--- src/rtl/fetch_stage.sv ---
// -----------------------------------------------------------------------------
// fetch_stage : instruction fetch front-end.
//
// Issues one word-aligned instruction-memory request at a time. Each returned
// instruction is passed to the decode stage through a registered output
// stage. A one-entry buffer absorbs a response that arrives while decode is
// stalled. A flush redirects the PC. A request that is still outstanding when
// the flush arrives is allowed to finish, but its response is discarded.
//
// Ports
//   fs_clk, fs_rst        clock (rising edge), asynchronous active-low reset
//   fs_i_ce               fetch enable (low: no new requests)
//   fs_i_stall            decode not accepting; outputs hold
//   fs_i_flush/target     one-cycle redirect pulse and redirect PC
//   fs_o_imem_req/addr    memory request and word-aligned address
//   fs_i_imem_ack/data    one-cycle memory response and instruction
//   fs_o_instr/pc/valid   instruction, its address, and real-instruction flag
//   fs_o_misalign         one-cycle flag for a misaligned redirect target
//
// Configuration
//   FS_ALIGN_CHECK_EN     when defined, a redirect with target[1:0] != 0 pulses
//                         fs_o_misalign. When undefined, the low bits are
//                         cleared silently and fs_o_misalign is tied low.
// -----------------------------------------------------------------------------
module fetch_stage #(
    parameter int                PWIDTH   = 32,
    parameter int                IWIDTH   = 32,
    parameter logic [PWIDTH-1:0] RESET_PC = 32'h0000_0000
) (
    input  logic              fs_clk,
    input  logic              fs_rst,
    input  logic              fs_i_ce,
    input  logic              fs_i_stall,
    input  logic              fs_i_flush,
    input  logic [PWIDTH-1:0] fs_i_target,
    output logic              fs_o_imem_req,
    output logic [PWIDTH-1:0] fs_o_imem_addr,
    input  logic              fs_i_imem_ack,
    input  logic [IWIDTH-1:0] fs_i_imem_data,
    output logic [IWIDTH-1:0] fs_o_instr,
    output logic [PWIDTH-1:0] fs_o_pc,
    output logic              fs_o_valid,
    output logic              fs_o_misalign
);

    typedef enum logic [1:0] {
        S_IDLE  = 2'd0,
        S_FETCH = 2'd1,
        S_HOLD  = 2'd2
    } state_t;

    localparam logic [IWIDTH-1:0] NOP      = {IWIDTH{1'b0}};
    localparam logic [PWIDTH-1:0] PC_STEP  = PWIDTH'(3'd4);
    localparam logic [PWIDTH-1:0] ALN_MASK = ~(PWIDTH'(2'b11));

    state_t            r_state_r;
    state_t            w_next_state_s;
    logic [PWIDTH-1:0] r_pc_r;          // next PC to fetch (redirect lands here)
    logic [PWIDTH-1:0] r_addr_r;        // address of the request on the bus
    logic              r_kill_r;        // outstanding response must be dropped
    logic [IWIDTH-1:0] r_buf_instr_r;
    logic [PWIDTH-1:0] r_buf_pc_r;
    logic [IWIDTH-1:0] r_instr_r;
    logic [PWIDTH-1:0] r_opc_r;
    logic              r_valid_r;
    logic              w_req_s;
    logic              w_ack_s;
    logic              w_deliver_s;
    logic              w_capture_s;
    logic [PWIDTH-1:0] w_target_s;
    logic [PWIDTH-1:0] w_pc_inc_s;

    // The mask keeps every target bit in the expression while forcing word alignment.
    assign w_target_s  = fs_i_target & ALN_MASK;
    assign w_pc_inc_s  = r_pc_r + PC_STEP;
    // A response counts only while a request is actually outstanding.
    assign w_ack_s     = (r_state_r == S_FETCH) && fs_i_imem_ack;
    // The response is live: it is neither killed nor discarded by a same-cycle flush.
    assign w_deliver_s = w_ack_s && !r_kill_r && !fs_i_flush;
    assign w_capture_s = w_deliver_s && fs_i_stall;

    // State register.
    always_ff @(posedge fs_clk or negedge fs_rst) begin
        if (!fs_rst) begin
            r_state_r <= S_IDLE;
        end else begin
            r_state_r <= w_next_state_s;
        end
    end

    // Next-state logic.
    always_comb begin
        w_next_state_s = r_state_r;
        case (r_state_r)
            S_IDLE: begin
                if (fs_i_ce) begin
                    w_next_state_s = S_FETCH;
                end else begin
                    w_next_state_s = S_IDLE;
                end
            end
            S_FETCH: begin
                if (!fs_i_imem_ack) begin
                    // Even a flush leaves the request pending until it completes.
                    w_next_state_s = S_FETCH;
                end else if (w_capture_s) begin
                    w_next_state_s = S_HOLD;
                end else if (fs_i_ce) begin
                    w_next_state_s = S_FETCH;
                end else begin
                    w_next_state_s = S_IDLE;
                end
            end
            S_HOLD: begin
                if (fs_i_flush || !fs_i_stall) begin
                    w_next_state_s = fs_i_ce ? S_FETCH : S_IDLE;
                end else begin
                    w_next_state_s = S_HOLD;
                end
            end
            default: begin
                w_next_state_s = S_IDLE;
            end
        endcase
    end

    // Output decode: a request is on the bus exactly while in FETCH.
    always_comb begin
        w_req_s = 1'b0;
        case (r_state_r)
            S_FETCH: w_req_s = 1'b1;
            default: w_req_s = 1'b0;
        endcase
    end

    assign fs_o_imem_req  = w_req_s;
    assign fs_o_imem_addr = r_addr_r;

    // PC, bus address, and kill flag. r_addr_r differs from r_pc_r only while
    // a killed request is still outstanding.
    always_ff @(posedge fs_clk or negedge fs_rst) begin
        if (!fs_rst) begin
            r_pc_r   <= RESET_PC;
            r_addr_r <= RESET_PC;
            r_kill_r <= 1'b0;
        end else if (fs_i_flush) begin
            r_pc_r <= w_target_s;
            if ((r_state_r == S_FETCH) && !fs_i_imem_ack) begin
                r_addr_r <= r_addr_r;
                r_kill_r <= 1'b1;
            end else begin
                r_addr_r <= w_target_s;
                r_kill_r <= 1'b0;
            end
        end else if (w_ack_s) begin
            if (r_kill_r) begin
                r_pc_r   <= r_pc_r;
                r_addr_r <= r_pc_r;
            end else begin
                r_pc_r   <= w_pc_inc_s;
                r_addr_r <= w_pc_inc_s;
            end
            r_kill_r <= 1'b0;
        end else begin
            r_pc_r   <= r_pc_r;
            r_addr_r <= r_addr_r;
            r_kill_r <= r_kill_r;
        end
    end

    // One-entry skid buffer for a response that arrives during a stall.
    always_ff @(posedge fs_clk or negedge fs_rst) begin
        if (!fs_rst) begin
            r_buf_instr_r <= NOP;
            r_buf_pc_r    <= {PWIDTH{1'b0}};
        end else if (w_capture_s) begin
            r_buf_instr_r <= fs_i_imem_data;
            r_buf_pc_r    <= r_addr_r;
        end else begin
            r_buf_instr_r <= r_buf_instr_r;
            r_buf_pc_r    <= r_buf_pc_r;
        end
    end

    // Decode-facing output register. Flush overrides stall; the buffer drains first.
    always_ff @(posedge fs_clk or negedge fs_rst) begin
        if (!fs_rst) begin
            r_instr_r <= NOP;
            r_opc_r   <= {PWIDTH{1'b0}};
            r_valid_r <= 1'b0;
        end else if (fs_i_flush) begin
            r_instr_r <= NOP;
            r_opc_r   <= r_opc_r;
            r_valid_r <= 1'b0;
        end else if (fs_i_stall) begin
            r_instr_r <= r_instr_r;
            r_opc_r   <= r_opc_r;
            r_valid_r <= r_valid_r;
        end else if (w_deliver_s) begin
            r_instr_r <= fs_i_imem_data;
            r_opc_r   <= r_addr_r;
            r_valid_r <= 1'b1;
        end else if (r_state_r == S_HOLD) begin
            r_instr_r <= r_buf_instr_r;
            r_opc_r   <= r_buf_pc_r;
            r_valid_r <= 1'b1;
        end else begin
            r_instr_r <= NOP;
            r_opc_r   <= r_opc_r;
            r_valid_r <= 1'b0;
        end
    end

    assign fs_o_instr = r_instr_r;
    assign fs_o_pc    = r_opc_r;
    assign fs_o_valid = r_valid_r;

`ifdef FS_ALIGN_CHECK_EN
    logic r_misalign_r;

    // Pulse for one cycle after a redirect whose target is not word aligned.
    always_ff @(posedge fs_clk or negedge fs_rst) begin
        if (!fs_rst) begin
            r_misalign_r <= 1'b0;
        end else begin
            r_misalign_r <= fs_i_flush && (fs_i_target[1:0] != 2'b00);
        end
    end

    assign fs_o_misalign = r_misalign_r;
`else
    assign fs_o_misalign = 1'b0;
`endif

endmodule

--- config.mk ---
export PLATFORM = sky130hd
export DESIGN_NAME = fetch_stage
export DESIGN_NICKNAME = d
export VERILOG_FILES = /design/src/rtl/fetch_stage.sv
export SDC_FILE = /design/constraint.sdc
export NUM_CORES = 1
export LEC_CHECK = 0
export BUFFER_PORTS_ARGS = -buffer_cell sky130_fd_sc_hd__buf_2
export CORE_ASPECT_RATIO = 0.9
export CORE_MARGIN = 10
export CORE_UTILIZATION = 50
export CTS_BUF_LIST = sky130_fd_sc_hd__clkbuf_4 sky130_fd_sc_hd__clkbuf_8 sky130_fd_sc_hd__clkbuf_16
export DETAILED_ROUTE_END_ITERATION = 10
export PLACE_DENSITY = 0.77
export SETUP_SLACK_MARGIN = 0.4
export SLEW_MARGIN = 20
export SYNTH_ARGS = -nofsm -noshare
export SYNTH_HDL_FRONTEND = slang
export SYNTH_SLANG_ARGS = --single-unit
--- constraint.sdc ---
create_clock -name fs_clk -period 2.22 [get_ports fs_clk]
set_input_delay 0.444 -clock fs_clk [delete_from_list [all_inputs] [get_ports fs_clk]]
set_output_delay 0.444 -clock fs_clk [all_outputs]
set_load 0.01 [all_outputs]
==> results of run 1 <==
## Yosys cell counts (all sizes together), types with 2 or more instances
library cell	count	area (um^2)
and3	3	18.77
nand3	21	105.1
nor2	52	195.2
nand4	18	112.6
and2	5	31.28
nand2b	4	25.02
and4	3	26.28
inv	4	15.01
o21ai	80	400.4
dfrtp	196	4905
a21boi	2	15.01
xor2	34	297.8
nor4	6	67.56
a21o	2	16.27
buf	20	112.6
o221ai	2	17.52
a21oi	19	95.09
nor3	12	71.32
o31ai	5	37.54
nor2b	13	81.33
a22oi	4	35.03
mux2i	61	610.6
xnor2	19	166.4
mux2	72	810.8
nand4b	2	47.55
a221o	2	20.02
clkbuf	36	167.7
a221oi	17	161.4
nand2	106	397.9
## area by class of cell
cell class,instances,area share [%]
Inverter,5,0.1649
Clock buffer,17,3.739
Sequential cell,196,43.27
Multi-Input combinational cell,573,35.72
Tap cell,240,2.639
Clock inverter,15,1.495
Timing Repair Buffer,232,12.98
## how the worst min path moves through the flow
stage	cells after the start	end	slack, ns
6_report	2	r_buf_instr_r[27]	0.25
5_1_grt	2	r_buf_instr_r[20]	0.24
4_1_cts	2	r_buf_instr_r[27]	0.24
3_5_place_dp	2	fs_o_valid	0.46
3_3_place_gp	2	fs_o_valid	0.45
2_1_floorplan	0	fs_o_imem_addr[0]	0.15
## per-layer routing
layer | global-route usage (%) | vias to the layer above | routed length [um]
li1 | - | 3295 | -
met1 | 25.96 | 3485 | 10350
met2 | 31.08 | 272 | 11550
met3 | 4.857 | 32 | 1868
met4 | 5.450 | 2 | 376
met5 | 0 | - | 13
## state kept, by name, summed over array words and instances (netlist names)
name,count
fs_o_instr,32
r_buf_instr_r,32
fs_o_imem_addr,32
r_state_r,2
r_pc_r,32
r_kill_r,1
fs_o_valid,1
r_buf_pc_r,32
fs_o_pc,32
## repair_timing
item / CTS / global route
resized for setup: 13 / 31
pin swaps: 4 / 6
endpoints found under the setup margin: 48 / 122
hold buffers: 1 / 0
setup buffers: 9 / 23
gates cloned: 0 / 2
endpoints found under the hold margin: 10 / 0
## cells in the final DEF (no fill, tap or decap), types with 3 or more instances in the layout
cell type,n
and2_1,5
xor2_1,34
nand4_1,18
and4_1,3
nand2b_1,3
inv_1,3
mux2i_1,61
clkinv_4,4
buf_2,165
clkbuf_16,17
nor3_1,11
mux2_2,71
nor2_1,50
buf_6,7
o31ai_1,5
buf_4,49
nand3_1,18
nor2b_1,12
nand3_2,3
dfrtp_1,181
dfrtp_2,15
and3_1,3
inv_6,4
o21ai_0,78
a22oi_1,3
nand2_2,3
xnor2_1,19
a221oi_1,12
buf_12,9
a221oi_2,5
nand2_1,103
nor4_4,3
a21oi_1,18
## per-stage QoR
step	setup slack, ns	util (%)
finish	0.3878	63.77
global route	0.3420	63.77
CTS	0.3655	62.10
detailed placement	0.2130	58.18
global placement	0.2863	58.18
floorplan	0.4038	-
## kinds of logic after synthesis
kind of cell | after synthesis | share of synthesized area, %
compound gates | 137 | 9.009
xor+xnor | 53 | 5.057
fa+ha+maj | 1 | 0.1363
buf+inv | 62 | 3.612
flops | 196 | 53.43
mux | 133 | 15.48
other cells | 1 | 0.04085
simple gates | 248 | 13.23
## worst max-delay path, stage by stage (launching register included)
cell     delay (ns)
dfrtp_2        0.44
nand4_1        0.21
nor4_4         0.32
buf_4          0.17
buf_6          0.12
nand3_2        0.07
xnor2_1        0.13
mux2_2         0.26
## power by group through the flow
stage	logic [mW]	registers, mW	clock network, mW
2_1_floorplan	1.50	5.32	0
5_1_grt	3.07	5.40	3.35
4_1_cts	2.72	5.25	3.20
6_report	2.77	5.27	3.15
3_5_place_dp	2.68	5.32	0
3_3_place_gp	2.59	5.25	0
==> impl_metrics.env, run 1 <==
export IMPL_synth_seq_cells=196
export IMPL_power_frac_seq_pct=47.1
export IMPL_crit_path_start="r_pc_r[9]"
export IMPL_numCtsBuffers=17
export IMPL_initial_utilization_pct=51.45
export IMPL_path_class="flop to flop"
export IMPL_nNetsFinal=1096
export IMPL_power_total_mw=11.19
export IMPL_dpl_cell_count=1211
export IMPL_synth_nets=902
export IMPL_area_growth_pct=23.95
export IMPL_cts_sinks=196
export IMPL_root_buffer="clkbuf_16"
export IMPL_core_area_mm2=0.01784
export IMPL_vias_per_cell=5.545
export IMPL_track_usage_pct=19.54
export IMPL_period_minus_slack_ns=1.832
export IMPL_multi_input_area_mm2=0.004064
export IMPL_final_seq_area_mm2=0.004923
export IMPL_grt_pass1_vias=7016
export IMPL_grt_setup_unrepaired="true"
export IMPL_cp_max_fo=6
export IMPL_setup_viol=0
export IMPL_clock_skew_ns=0.009214
export IMPL_wl_per_cell_um=18.90
export IMPL_die_w_um=162.8
export IMPL_synth_edf_count=0
export IMPL_htreeDepth=4
export IMPL_async_flop_share_pct=100.0
export IMPL_drtIter0Drc=631
export IMPL_hold_viol_final=0
export IMPL_ant_nets=0
export IMPL_internal_power_mw=7.637
export IMPL_cp_arrival_ns=2.16
export IMPL_synth_warnings=0
export IMPL_r2r_slack_ns=0.39
export IMPL_place_hpwl_mm=16.40
export IMPL_leakagePower_nw=5.407
export IMPL_grt_start_max_net_pins=61
export IMPL_seq_area_frac_synth_pct=53.43
export IMPL_end_kind="flop"
export IMPL_ioPinCount=169
export IMPL_drv_slew=0
export IMPL_num_rows=46
export IMPL_synth_area_mm2=0.009180
export IMPL_max_freq_mhz=545.8
export IMPL_synth_cells=831
export IMPL_synthFlopType="dfrtp_1"
export IMPL_via_count=7086
export IMPL_hp_start="fs_i_imem_data[27]"
export IMPL_min_period_over_period_pct=82.53
export IMPL_hp_class="primary input to flop"
export IMPL_power_density_mw_per_mm2=983.8
export IMPL_overflow=0
export IMPL_drive_gt1_share_pct=36.90
export IMPL_status="complete, no violations"
export IMPL_slew_headroom_pct=53.58
export IMPL_diodes=0
export IMPL_placed_cell_area_mm2=0.01038
export IMPL_fillers=1417
export IMPL_totalNegativeSetupSlack_ns=0
export IMPL_grt_antenna_before_repair=1
export IMPL_cp_start_kind="flop"
export IMPL_endpoint="r_pc_r[30]"
export IMPL_hold_ws_ns=0.2464
export IMPL_timing_rr_start="r_pc_r[9]"
export IMPL_cts_tree="done"
export IMPL_ir_worst_vdd_mv=0.5553
export IMPL_grt_pass1_wl_mm=38.06
export IMPL_totalWireLength_mm=24.16
export IMPL_reg2reg_depth=7
export IMPL_required_ns=2.55
export IMPL_clk_path_buf_depth=2
export IMPL_p_clk_share_pct=28.2
export IMPL_die_height_um=148.5
export IMPL_dr_pass1_iters=5
export IMPL_instances_no_fill=1278
export IMPL_worstMarginPinSlew_ns=0.6949
export IMPL_rr_endpoint="r_pc_r[30]"
export IMPL_p_switching_mw=3.557
export IMPL_cts_clk_slew_worst_paths_ns=0.07
export IMPL_io_buffers=165
export IMPL_clock_latency_ns=0.44
export IMPL_synth_distinct_cells=51
export IMPL_dieArea_mm2=0.02419
export IMPL_drc_errors=0
export IMPL_final_cell_area_mm2=0.01138
export IMPL_cap_violations=0
export IMPL_gp_congestion=0.9126
export IMPL_swShare_pct=31.78
export IMPL_avgSynthCellArea_um2=11.05
export IMPL_p_comb_share_pct=24.8
Note: power is estimated with default switching activity, not from simulation.
==> run 2, diff against run 1 <==
--- a/config.mk
+++ b/config.mk
@@ -5,13 +5,14 @@
 export SDC_FILE = /design/constraint.sdc
 export NUM_CORES = 1
 export LEC_CHECK = 0
+export ABC_AREA = 1
 export BUFFER_PORTS_ARGS = -buffer_cell sky130_fd_sc_hd__buf_2
 export CORE_ASPECT_RATIO = 0.9
 export CORE_MARGIN = 10
 export CORE_UTILIZATION = 50
 export CTS_BUF_LIST = sky130_fd_sc_hd__clkbuf_4 sky130_fd_sc_hd__clkbuf_8 sky130_fd_sc_hd__clkbuf_16
 export DETAILED_ROUTE_END_ITERATION = 10
-export PLACE_DENSITY = 0.77
+export PLACE_DENSITY = 0.8
 export SETUP_SLACK_MARGIN = 0.4
 export SLEW_MARGIN = 20
 export SYNTH_ARGS = -nofsm -noshare
==> constraint.sdc (replaced) <==
create_clock -name fs_clk -period 1.68 [get_ports fs_clk]
set_input_delay 0.336 -clock fs_clk [delete_from_list [all_inputs] [get_ports fs_clk]]
set_output_delay 0.336 -clock fs_clk [all_outputs]
set_load 0.01 [all_outputs]
==> run 2 against run 1 <==
  * The run now ends with negative setup slack left
  * Critical path depth is 4 higher
  * Global-route usage grew 5.9 points
  * Setup slack worse by 0.52 ns
==> impl_metrics.env, run 2 <==
export IMPL_status="complete, but fails checks"
export IMPL_ir_worst_vdd_mv=1.061
export IMPL_cts_clk_slew_worst_paths_ns=0.09
export IMPL_hold_viol_final=0
export IMPL_synth_area_top_cells="dfrtp_1 54%, nand2_1 16%, o21ai_0 6.9%"
export IMPL_yosysTopAreaCell="dfrtp_1"
export IMPL_cp_max_fo=5
export IMPL_overflow=0
export IMPL_p_switching_mw=9.602
export IMPL_clock_latency_ns=0.46
export IMPL_synth_distinct_cells=32
export IMPL_path_class="flop to flop"
export IMPL_seq_area_frac_synth_pct=54.22
export IMPL_synth_most_common_cell="nand2_1"
export IMPL_root_buffer="clkbuf_16"
export IMPL_setup_slack_ns=-0.1352
export IMPL_crit_path_start="r_kill_r"
export IMPL_layout_common_cells="260 x nand2_1, 187 x dfrtp_1, 135 x buf_4"
export IMPL_synth_area_mm2=0.009046
export IMPL_nNetsFinal=1551
export IMPL_end_kind="flop"
export IMPL_path_buf_inv=1
export IMPL_ioPinCount=169
export IMPL_hp_start="fs_i_imem_data[9]"
export IMPL_cp_start_kind="flop"
export IMPL_io_buffers=165
export IMPL_grt_setup_unrepaired="true"
export IMPL_place_hpwl_mm=17.81
export IMPL_grt_pass1_vias=8952
export IMPL_required_ns=2.04
export IMPL_timing_rr_start="r_kill_r"
export IMPL_setup_viol=50
export IMPL_drc_errors=0
export IMPL_crit_slowest_cell="dfrtp_2"
export IMPL_layout_commonest_cell="nand2_1"
export IMPL_track_usage_pct=25.40
export IMPL_dieArea_mm2=0.02388
export IMPL_totalWireLength_mm=44.00
export IMPL_die_height_um=147.6
export IMPL_drive_gt1_share_pct=49.83
export IMPL_drv_slew=0
export IMPL_internal_power_mw=13.62
export IMPL_initial_utilization_pct=51.20
export IMPL_violations="negative setup slack"
export IMPL_leakagePower_nw=7.243
export IMPL_synth_warnings=0
export IMPL_hp_class="primary input to flop"
export IMPL_synth_edf_count=0
export IMPL_hold_depth=3
export IMPL_numCtsBuffers=17
export IMPL_min_period_over_period_pct=108.0
export IMPL_cts_sinks=196
export IMPL_synthFlopType="dfrtp_1"
export IMPL_synth_nets=1201
export IMPL_grt_start_max_net_pins=56
export IMPL_ant_nets=0
export IMPL_core_area_mm2=0.01767
export IMPL_die_w_um=161.8
export IMPL_p_comb_share_pct=46.1
export IMPL_yosysTopAreaCellShare_pct=54.22
export IMPL_slowest_delay_ns=0.45
export IMPL_htreeDepth=4
export IMPL_clock_skew_ns=0.01642
export IMPL_period_minus_slack_ns=1.815
export IMPL_cp_top_family="simple AND/OR/NAND/NOR gates"
export IMPL_avgSynthCellArea_um2=8.005
export IMPL_grt_antenna_before_repair=1
export IMPL_num_rows=46
export IMPL_cp_depth=11
export IMPL_drtIter0Drc=1786
export IMPL_cp_cell_sequence="inv_2 > nand2_2 > nor2_4 > nand2_2 > nor2_4 > nand2_1 > nand2_1 > nand3_2 > nand2_2 > nand2_1 > o21ai_1"
export IMPL_grt_pass1_wl_mm=48.45
export IMPL_dr_pass1_iters=7
export IMPL_wl_per_cell_um=25.37
export IMPL_power_density_mw_per_mm2=1534
export IMPL_power_frac_seq_pct=35.7
export IMPL_synth_cells=1130
export IMPL_pre_cts_ws_ns=0.04061
export IMPL_synthTopCellsByCount="394 x nand2_1, 196 x dfrtp_1, 124 x o21ai_0, 80 x nor2_1, 78 x nand3_1"
export IMPL_p_clk_share_pct=18.2
export IMPL_cp_arrival_ns=2.18
export IMPL_max_freq_mhz=550.9
export IMPL_cts_tree="done"
export IMPL_power_total_mw=23.22
export IMPL_async_flop_share_pct=100.0
export IMPL_clk_path_buf_depth=2
export IMPL_gp_congestion=0.8940
export IMPL_cap_violations=0
export IMPL_reg2reg_depth=11
export IMPL_synth_seq_cells=196
export IMPL_vias_per_cell=6.329
export IMPL_via_count=10970
export IMPL_area_growth_pct=67.34
export IMPL_swShare_pct=41.35
-- run 2: metrics by stage --
stage | setup TNS (ns) | hold WS, ns | cell area, um^2 | utilization (%) | instances
floorplan | 0 | 0.04041 | 9331 | - | 1130
global placement | 0 | 0.2852 | 10440 | 59.09 | 1510
detailed placement | 0 | 0.2847 | 10440 | 59.09 | 1510
CTS | 0 | 0.1109 | 12810 | 72.52 | 1643
global route | -5.098 | 0.1420 | 15140 | 85.67 | 1734
finish | -2.006 | 0.1339 | 15140 | 85.67 | 1734
-- run 2: logic make-up (layout without fill, tap and decap cells) --
logic type,count (synthesis),count (layout),synth area share (%)
compound gates,207,207,12.68
xor+xnor,8,8,0.7746
fa+ha+maj,1,1,0.1383
buf+inv,144,507,6.445
flops,196,196,54.22
other cells,1,2,0.04145
simple gates,573,573,25.70
-- run 2: timing repair --
| action | 4_1_cts | 5_1_grt |
|---|---|---|
| setup buffers | 83 | 66 |
| pin swaps | 29 | 95 |
| endpoints found under the hold margin | 33 | 0 |
| gates cloned | 17 | 24 |
| gates resized for setup | 211 | 409 |
| setup endpoints to repair | 290 | 290 |
| hold buffers | 1 | 0 |
-- run 2: metal layers --
metal  wire (um)  GRT usage, %  share of wire (%)
met1       14820         31.90                 34
met2       20690         42.82                 47
met3        5246         5.830                 12
met4        3237         7.409                7.4
met5           0             0                  0
-- run 2: area by class of cell --
cell class	instances	area, um^2
timing repair buffer	390	3867
antenna	1	2.502
multi-input combinational	790	5064
tap	240	300.3
timing repair inverter	2	25.02
clock inverter	13	141.4
clock buffer	19	446.7
inverter	83	375.4
sequential	196	4916
fill	719	2531
-- run 2: worst paths after layout --
| path | end | slack [ns] |
|---|---|---|
| worst min register to register | r_buf_pc_r[6] | 0.50 |
| max in group asynchronous | fs_o_imem_addr[11] | 0.59 |
| worst min-delay path | r_buf_instr_r[9] | 0.13 |
| worst max-delay path | fs_o_imem_addr[23] | -0.14 |
| min in group asynchronous | fs_o_pc[22] | 0.37 |
| worst max register to register | fs_o_imem_addr[23] | -0.14 |
-- run 2: power by group through the flow --
stage | clock network [mW] | registers (mW) | logic, mW
3_5_place_dp | 0 | 7.74 | 5.09
4_1_cts | 4.09 | 7.59 | 7.23
6_report | 4.22 | 8.29 | 10.7
2_1_floorplan | 0 | 7.79 | 2.87
5_1_grt | 4.41 | 8.33 | 11.2
3_3_place_gp | 0 | 7.67 | 4.93
-- run 2: worst register-to-register path: cells and delay by family (launching register included) --
| kind | cells | cell delay [ns] |
|---|---|---|
| AO/OA/AOI/OAI | 1 | 0.10 |
| buffers and inverters | 1 | 0.09 |
| flip-flops | 1 | 0.45 |
| AND/OR/NAND/NOR | 9 | 1.09 |
